## src/rtl/cordic_fix2float.sv

```systemverilog
// cordic_fix2float: signed fixed-point (WIDTH+2 bits, WIDTH frac) to IEEE-754 single, one shift per clock, round-nearest-even; in_data/in_valid/in_ready in, out_data/out_valid/out_ready out
module cordic_fix2float #(
  parameter int WIDTH = 24
) (
  input  logic             clk,
  input  logic             rst,
  input  logic [WIDTH+1:0] in_data,
  input  logic             in_valid,
  output logic             in_ready,
  output logic [31:0]      out_data,
  output logic             out_valid,
  input  logic             out_ready
);
  typedef enum logic [1:0] {IDLE, NORM, DONE} state_t;
  state_t state_q, state_d;
  logic sign_q, sign_d;
  logic [WIDTH+1:0] mag_q, mag_d;
  logic [7:0] exp_q, exp_d, exp_r;
  logic [31:0] data_q, data_d;
  logic [22:0] mant;
  logic [23:0] mant_r;
  logic guard, sticky, up;
  assign mant = mag_q[WIDTH -: 23];
  assign guard = mag_q[WIDTH-23];
  assign sticky = |(mag_q << 25);
  assign up = guard & (sticky | mant[0]);
  assign mant_r = {1'b0, mant} + {23'd0, up};
  assign exp_r = exp_q + {7'd0, mant_r[23]};
  always_comb begin
    state_d = state_q;
    sign_d = sign_q;
    mag_d = mag_q;
    exp_d = exp_q;
    data_d = data_q;
    case (state_q)
      IDLE: if (in_valid) begin
        sign_d = in_data[WIDTH+1];
        mag_d = in_data[WIDTH+1] ? -in_data : in_data;
        exp_d = 8'd128;
        state_d = NORM;
      end
      NORM: if (mag_q == '0) begin
        data_d = '0;
        state_d = DONE;
      end else if (!mag_q[WIDTH+1]) begin
        mag_d = mag_q << 1;
        exp_d = exp_q - 8'd1;
      end else begin
        data_d = {sign_q, exp_r, mant_r[22:0]};
        state_d = DONE;
      end
      DONE: state_d = out_ready ? IDLE : DONE;
      default: state_d = IDLE;
    endcase
  end
  always_ff @(posedge clk) begin
    if (rst) begin
      state_q <= IDLE;
      sign_q <= 1'b0;
      mag_q <= '0;
      exp_q <= '0;
      data_q <= '0;
    end else begin
      state_q <= state_d;
      sign_q <= sign_d;
      mag_q <= mag_d;
      exp_q <= exp_d;
      data_q <= data_d;
    end
  end
  assign in_ready = (state_q == IDLE) && !rst;
  assign out_valid = (state_q == DONE);
  assign out_data = data_q;
endmodule

```

## config.mk

```make
export PLATFORM = sky130hd
export DESIGN_NAME = cordic_fix2float
export DESIGN_NICKNAME = d
export VERILOG_FILES = /design/src/rtl/cordic_fix2float.sv
export SDC_FILE = /design/constraint.sdc
export NUM_CORES = 1
export LEC_CHECK = 0
export ABC_AREA = 1
export ABC_CLOCK_PERIOD_IN_PS = 2900
export CAP_MARGIN = 20
export CORE_UTILIZATION = 45
export DETAILED_ROUTE_END_ITERATION = 8
export PLACE_DENSITY = 0.77
export RECOVER_POWER = 100
export SLEW_MARGIN = 0
export SYNTH_ARGS = -nofsm -noshare
export SYNTH_HDL_FRONTEND = slang
export SYNTH_SLANG_ARGS = --single-unit
```

## constraint.sdc

```tcl
create_clock -name clk -period 2.9 [get_ports clk]
set_input_delay 0.58 -clock clk [delete_from_list [all_inputs] [get_ports clk]]
set_output_delay 0.58 -clock clk [all_outputs]
set_load 0.03 [all_outputs]
```

**After elaboration in Yosys (flattened, before gate mapping)**

Index checks and enable logic that the tools add are counted.

- Add/subtract/negate cells: 4
- Equality and inequality tests: 6
- Multiplexer cells: 16
- Bitwise gates (word level): 2
- Reductions and logical operators: 11

Operator list:

| cell | count |
|---|---|
| 2-to-1 mux 26 bit | 4 |
| 2-to-1 mux 32 bit | 2 |
| case mux 26 bit (2 select lines) | 1 |
| logical NOT 26 bit | 1 |
| negator 26 bit | 1 |
| adder 23 x 1 -> 24 bit | 1 |
| 2-to-1 mux 8 bit | 3 |
| case mux 8 bit (2 select lines) | 1 |
| adder 8 x 1 -> 8 bit | 1 |
| 2-to-1 mux 2 bit | 4 |
| subtractor 8 x 1 -> 8 bit (second input constant) | 1 |
| != test 2 bit (second input constant) | 3 |
| case mux 2 bit (3 select lines) | 1 |
| AND reduction 2 bit | 3 |
| AND reduction 4 bit | 1 |
| nonzero test 2 bit | 2 |
| != test 3 bit (second input constant) | 1 |
| AND reduction 3 bit | 1 |
| == test 2 x 1 -> 1 bit (second input constant) | 1 |
| == test 2 bit (second input constant) | 1 |
| logical NOT 2 bit | 1 |
| AND 1 bit | 1 |
| logical AND 1 bit | 1 |
| logical NOT 1 bit | 1 |
| bitwise OR 1 bit | 1 |

- Register bits: 69
- Input port bits: 30
- Output and inout bits: 34

**Depth between registers and ports, before layout**

- Depth in word-level cells: 6
- Mapped depth: 14
- Mapped depth without buffers: 13

**Worst setup path before layout**

No wires, ideal clock.

- Path type: reg-to-reg
- Start point: register mag_q[2]
- End point: register data_q[29] (netlist: out_data[29])
- Library setup time: 0.070 ns
- Arrival: 2.005 ns
- Setup slack: 0.824 ns
- Stages on the path, launching flop included: 14
- Period minus slack after synthesis: 2.076 ns
- Cells stage by stage: dfxtp_1 -> nand2_1 -> nor2_2 -> nand4_1 -> inv_1 -> nand3_1 -> nor3_1 -> ha_1 -> nand2_1 -> nor2_1 -> inv_1 -> o31ai_1 -> nand3_1 -> a21oi_1

- Cells in the longest elaborated chain, start to end: 6
- Elaborated cells on any way between the ends: 9
- Classes of those cells: 2 x add/sub; 2 x mux; 2 x bitwise; 3 x reduce/logical

Ends and longest elaborated chain:

| element | RTL line | RTL |
|---|---|---|
| start, declared | 17 | `logic [WIDTH+1:0] mag_q, mag_d;` |
| start signal, assigned | 66 | `mag_q <= mag_d;` |
| bitwise OR 1 bit | 26 | `assign up = guard & (sticky \| mant[0]);` |
| AND 1 bit | 26 |  |
| adder 23 x 1 -> 24 bit | 27 | `assign mant_r = {1'b0, mant} + {23'd0, up};` |
| adder 8 x 1 -> 8 bit | 28 | `assign exp_r = exp_q + {7'd0, mant_r[23]};` |
| 2-to-1 mux 32 bit | 45 | `end else if (!mag_q[WIDTH+1]) begin` |
| 2-to-1 mux 32 bit | 42 | `NORM: if (mag_q == '0) begin` |
| end signal, assigned | 68 | `data_q <= data_d;` |
| end, declared | 19 | `logic [31:0] data_q, data_d;` |

Several ways; a longest one is shown, not always the timed one. The select of a mux whose other input is x is not followed.
A chain may end at the register's enable or synchronous reset.

**Worst setup path after layout**

- Start point: input port rst
- End point: output port in_ready

- Cells in the longest elaborated chain, start to end: 2

Ends and longest elaborated chain:

| element | RTL line | RTL |
|---|---|---|
| start, declared | 6 | `input logic rst,` |
| logical NOT 1 bit | 71 | `assign in_ready = (state_q == IDLE) && !rst;` |
| logical AND 1 bit | 71 |  |
| end, declared | 9 | `output logic in_ready,` |

No other way between the ends.

==> impl_metrics.env <==
export IMPL_clk_pin_slew_worst_paths_ns=0.07
export IMPL_hold_viol=0
export IMPL_firstDrtPassIters=6
export IMPL_rsz0062_at_grt="false"
export IMPL_nFillCells=939
export IMPL_ys_warn_count=0
export IMPL_vdd_drop_max_v=0.000249
export IMPL_clkLatencyLatePin_ns=0.35
export IMPL_hp_class="reg2reg"
export IMPL_power_leakage_uw=0.00244
export IMPL_clock_sinks=69
export IMPL_rows=35
export IMPL_initial_utilization_pct=47.2
export IMPL_grt_pass1_wl_mm=20.7
export IMPL_drt_iter0_markers=457
export IMPL_synth_main_ff_cell="dfxtp_1"
export IMPL_fmax_mhz=378
export IMPL_clk_path_buf_depth=2
export IMPL_cts_tree="yes"
export IMPL_grt_overflow=0
export IMPL_num_antenna_cells=0
export IMPL_synth_seq_cells=69
export IMPL_holdWs_ns=0.461
export IMPL_grt_busiest_layer="met2"
export IMPL_antenna_found_initial=0
export IMPL_ff_latch_area_mm2=0.00138
export IMPL_place_area_mm2=0.00518
export IMPL_worstPathRequired_ns=2.32
export IMPL_grt_usage_pct=25.7
export IMPL_dp_hpwl_mm=9.67
export IMPL_max_cap_viol_count=0
export IMPL_netlist_area_mm2=0.00444
export IMPL_layout_common_cells="nand2_1 (215), nor2_1 (125), nand3_1 (81), inv_1 (78), dfxtp_1 (69)"
export IMPL_worst_pin_slew_ns=0.914
export IMPL_synth_edf_count=0
export IMPL_fin_nets=842
export IMPL_io_pin_count=64
export IMPL_port_buffers=63
export IMPL_outcome="completed"
export IMPL_grt_util_met3_pct=3.11
export IMPL_finalSetupViolations=0
export IMPL_path_max_fanout=15
export IMPL_area_delta_synth_final_pct=21.0
export IMPL_fin_crit_sh_pct=91.1
export IMPL_crit_type="in2out"
export IMPL_synth_distinct_cells=36
export IMPL_root_buffer="clkbuf_8"
export IMPL_routabilityCongestion=0.913
export IMPL_vias_per_cell=5.22
export IMPL_synth_area_per_cell_um2=5.92
export IMPL_async_flop_share_pct=0
export IMPL_fp_dieH_um=101
export IMPL_cpMaxStageDelayCell="clkbuf_1"
export IMPL_critPathLaunchType="input port"
export IMPL_routed_wl_mm=12.5
export IMPL_synthCells=750
export IMPL_vias=4912
export IMPL_grtUsageMet1_pct=35.3
export IMPL_avgRoutedWirePerCell_um=13.3
export IMPL_grt_pass1_vias=4401
export IMPL_slew_viol_final=0
export IMPL_min_period_ns=2.64
export IMPL_cp_arrival_ns=2.06
export IMPL_route_detailed_drc=0
export IMPL_layout_commonest_cell="nand2_1"
export IMPL_multi_input_area_mm2=0.00260
export IMPL_design_area_mm2=0.00537
export IMPL_synth_nets=785
export IMPL_skew_ns=0.0102
export IMPL_grt_start_max_net_pins=32
export IMPL_relSlewSlack_pct=39.1
export IMPL_cp_cell_sequence="dlygate4sd3_1 -> clkbuf_1 -> nor3_1 -> clkbuf_2"
export IMPL_ant_nets=0
export IMPL_coreArea_mm2=0.00942
export IMPL_drive_above_1_share_pct=4.06
export IMPL_end_kind="output port"
export IMPL_critical_path_max_stage_delay_ns=0.63
export IMPL_die_w_um=101
export IMPL_h_tree_depth=3
export IMPL_synth_yosys_seq_area_share_pct=31.1
export IMPL_cts_setup_buffers=0
export IMPL_power_density_mw_per_mm2=510
export IMPL_tns_ns=0
export IMPL_dieArea_mm2=0.0103
export IMPL_grt_util_met2_pct=41.2
export IMPL_numCtsBuffers=9
==> routing by layer <==
layer	vias up	part of all wire (%)
met4	0	2.2
met2	185	44
met1	2180	47
met3	32	6.5
li1	2515	-
met5	-	0
==> worst paths after layout <==
path           startpoint            to  slack, ns  cells after the start
min reg2reg  out_data[20]  out_data[20]       0.46                      2
min          out_data[20]  out_data[20]       0.46                      2
max reg2reg      mag_q[2]  out_data[30]       0.43                     13
max                   rst      in_ready       0.26                      4
==> critical path, delay by kind of cell <==
| kind | cells | cell delay, ns |
|---|---|---|
| AND/OR/NAND/NOR | 1 | 0.10 |
| buffers and inverters | 3 | 1.37 |
==> flip-flops by register name (all words and copies together), names as in the netlist <==
| name | count |
|---|---|
| exp_q | 8 |
| sign_q | 1 |
| mag_q | 26 |
| state_q | 2 |
| out_data | 32 |
==> through the flow <==
stage               cells  total power (uW)  util, %  setup WS, ns
floorplan             750              1640        -         0.824
global placement      925              1850     55.0         0.515
detailed placement    925              1860     55.0         0.358
CTS                   941              2760     57.5         0.355
global route          941              2900     57.1         0.104
finish                941              2740     57.1         0.258
==> synthesized netlist by cell type, types with 3 or more instances <==
library cell,count,area share (%)
nor2_1,124,10
o21ai_0,28,3.2
buf_2,10,1.1
clkbuf_1,15,1.3
nand2_1,213,18
nor3_1,7,0.79
nand3b_1,4,0.68
ha_1,5,1.4
a31oi_1,3,0.42
dfxtp_1,69,31
a21oi_1,59,6.6
nand4_1,7,0.99
inv_1,77,6.5
nand3_1,81,9.1
xor2_1,10,2.0
o211ai_1,6,1.0
o21ai_1,4,0.45
==> repair_timing <==
item	in CTS	in global routing
setup endpoints to repair	0	1
endpoints found under the hold margin	0	0
resized for setup	0	1
hold buffers	0	0
==> power breakdown <==
part / switching, uW / internal [uW]
registers: 104 / 1030
clock network: 378 / 531
logic: 451 / 249
total: 933 / 1810
==> cells by family (layout without fill, tap and decap cells) <==
logic type | Yosys count | in the layout | share of synthesized area, %
AND/OR/NAND/NOR | 448 | 448 | 42.3
buffers and inverters | 109 | 171 | 9.97
AO/OA/AOI/OAI | 107 | 107 | 12.9
XOR/XNOR | 12 | 12 | 2.37
adder cells (fa/ha/maj) | 5 | 5 | 1.41
flip-flops | 69 | 69 | 31.1
==> cell type report <==
| class | count | area share [%] |
|---|---|---|
| inverter | 80 | 5.59 |
| tap | 129 | 3.00 |
| clock buffer | 11 | 2.82 |
| sequential | 69 | 25.7 |
| multi-input combinational | 572 | 48.3 |
| clock inverter | 5 | 1.54 |
| timing repair buffer | 75 | 13.0 |
Power figures use the tool's default switching activity.
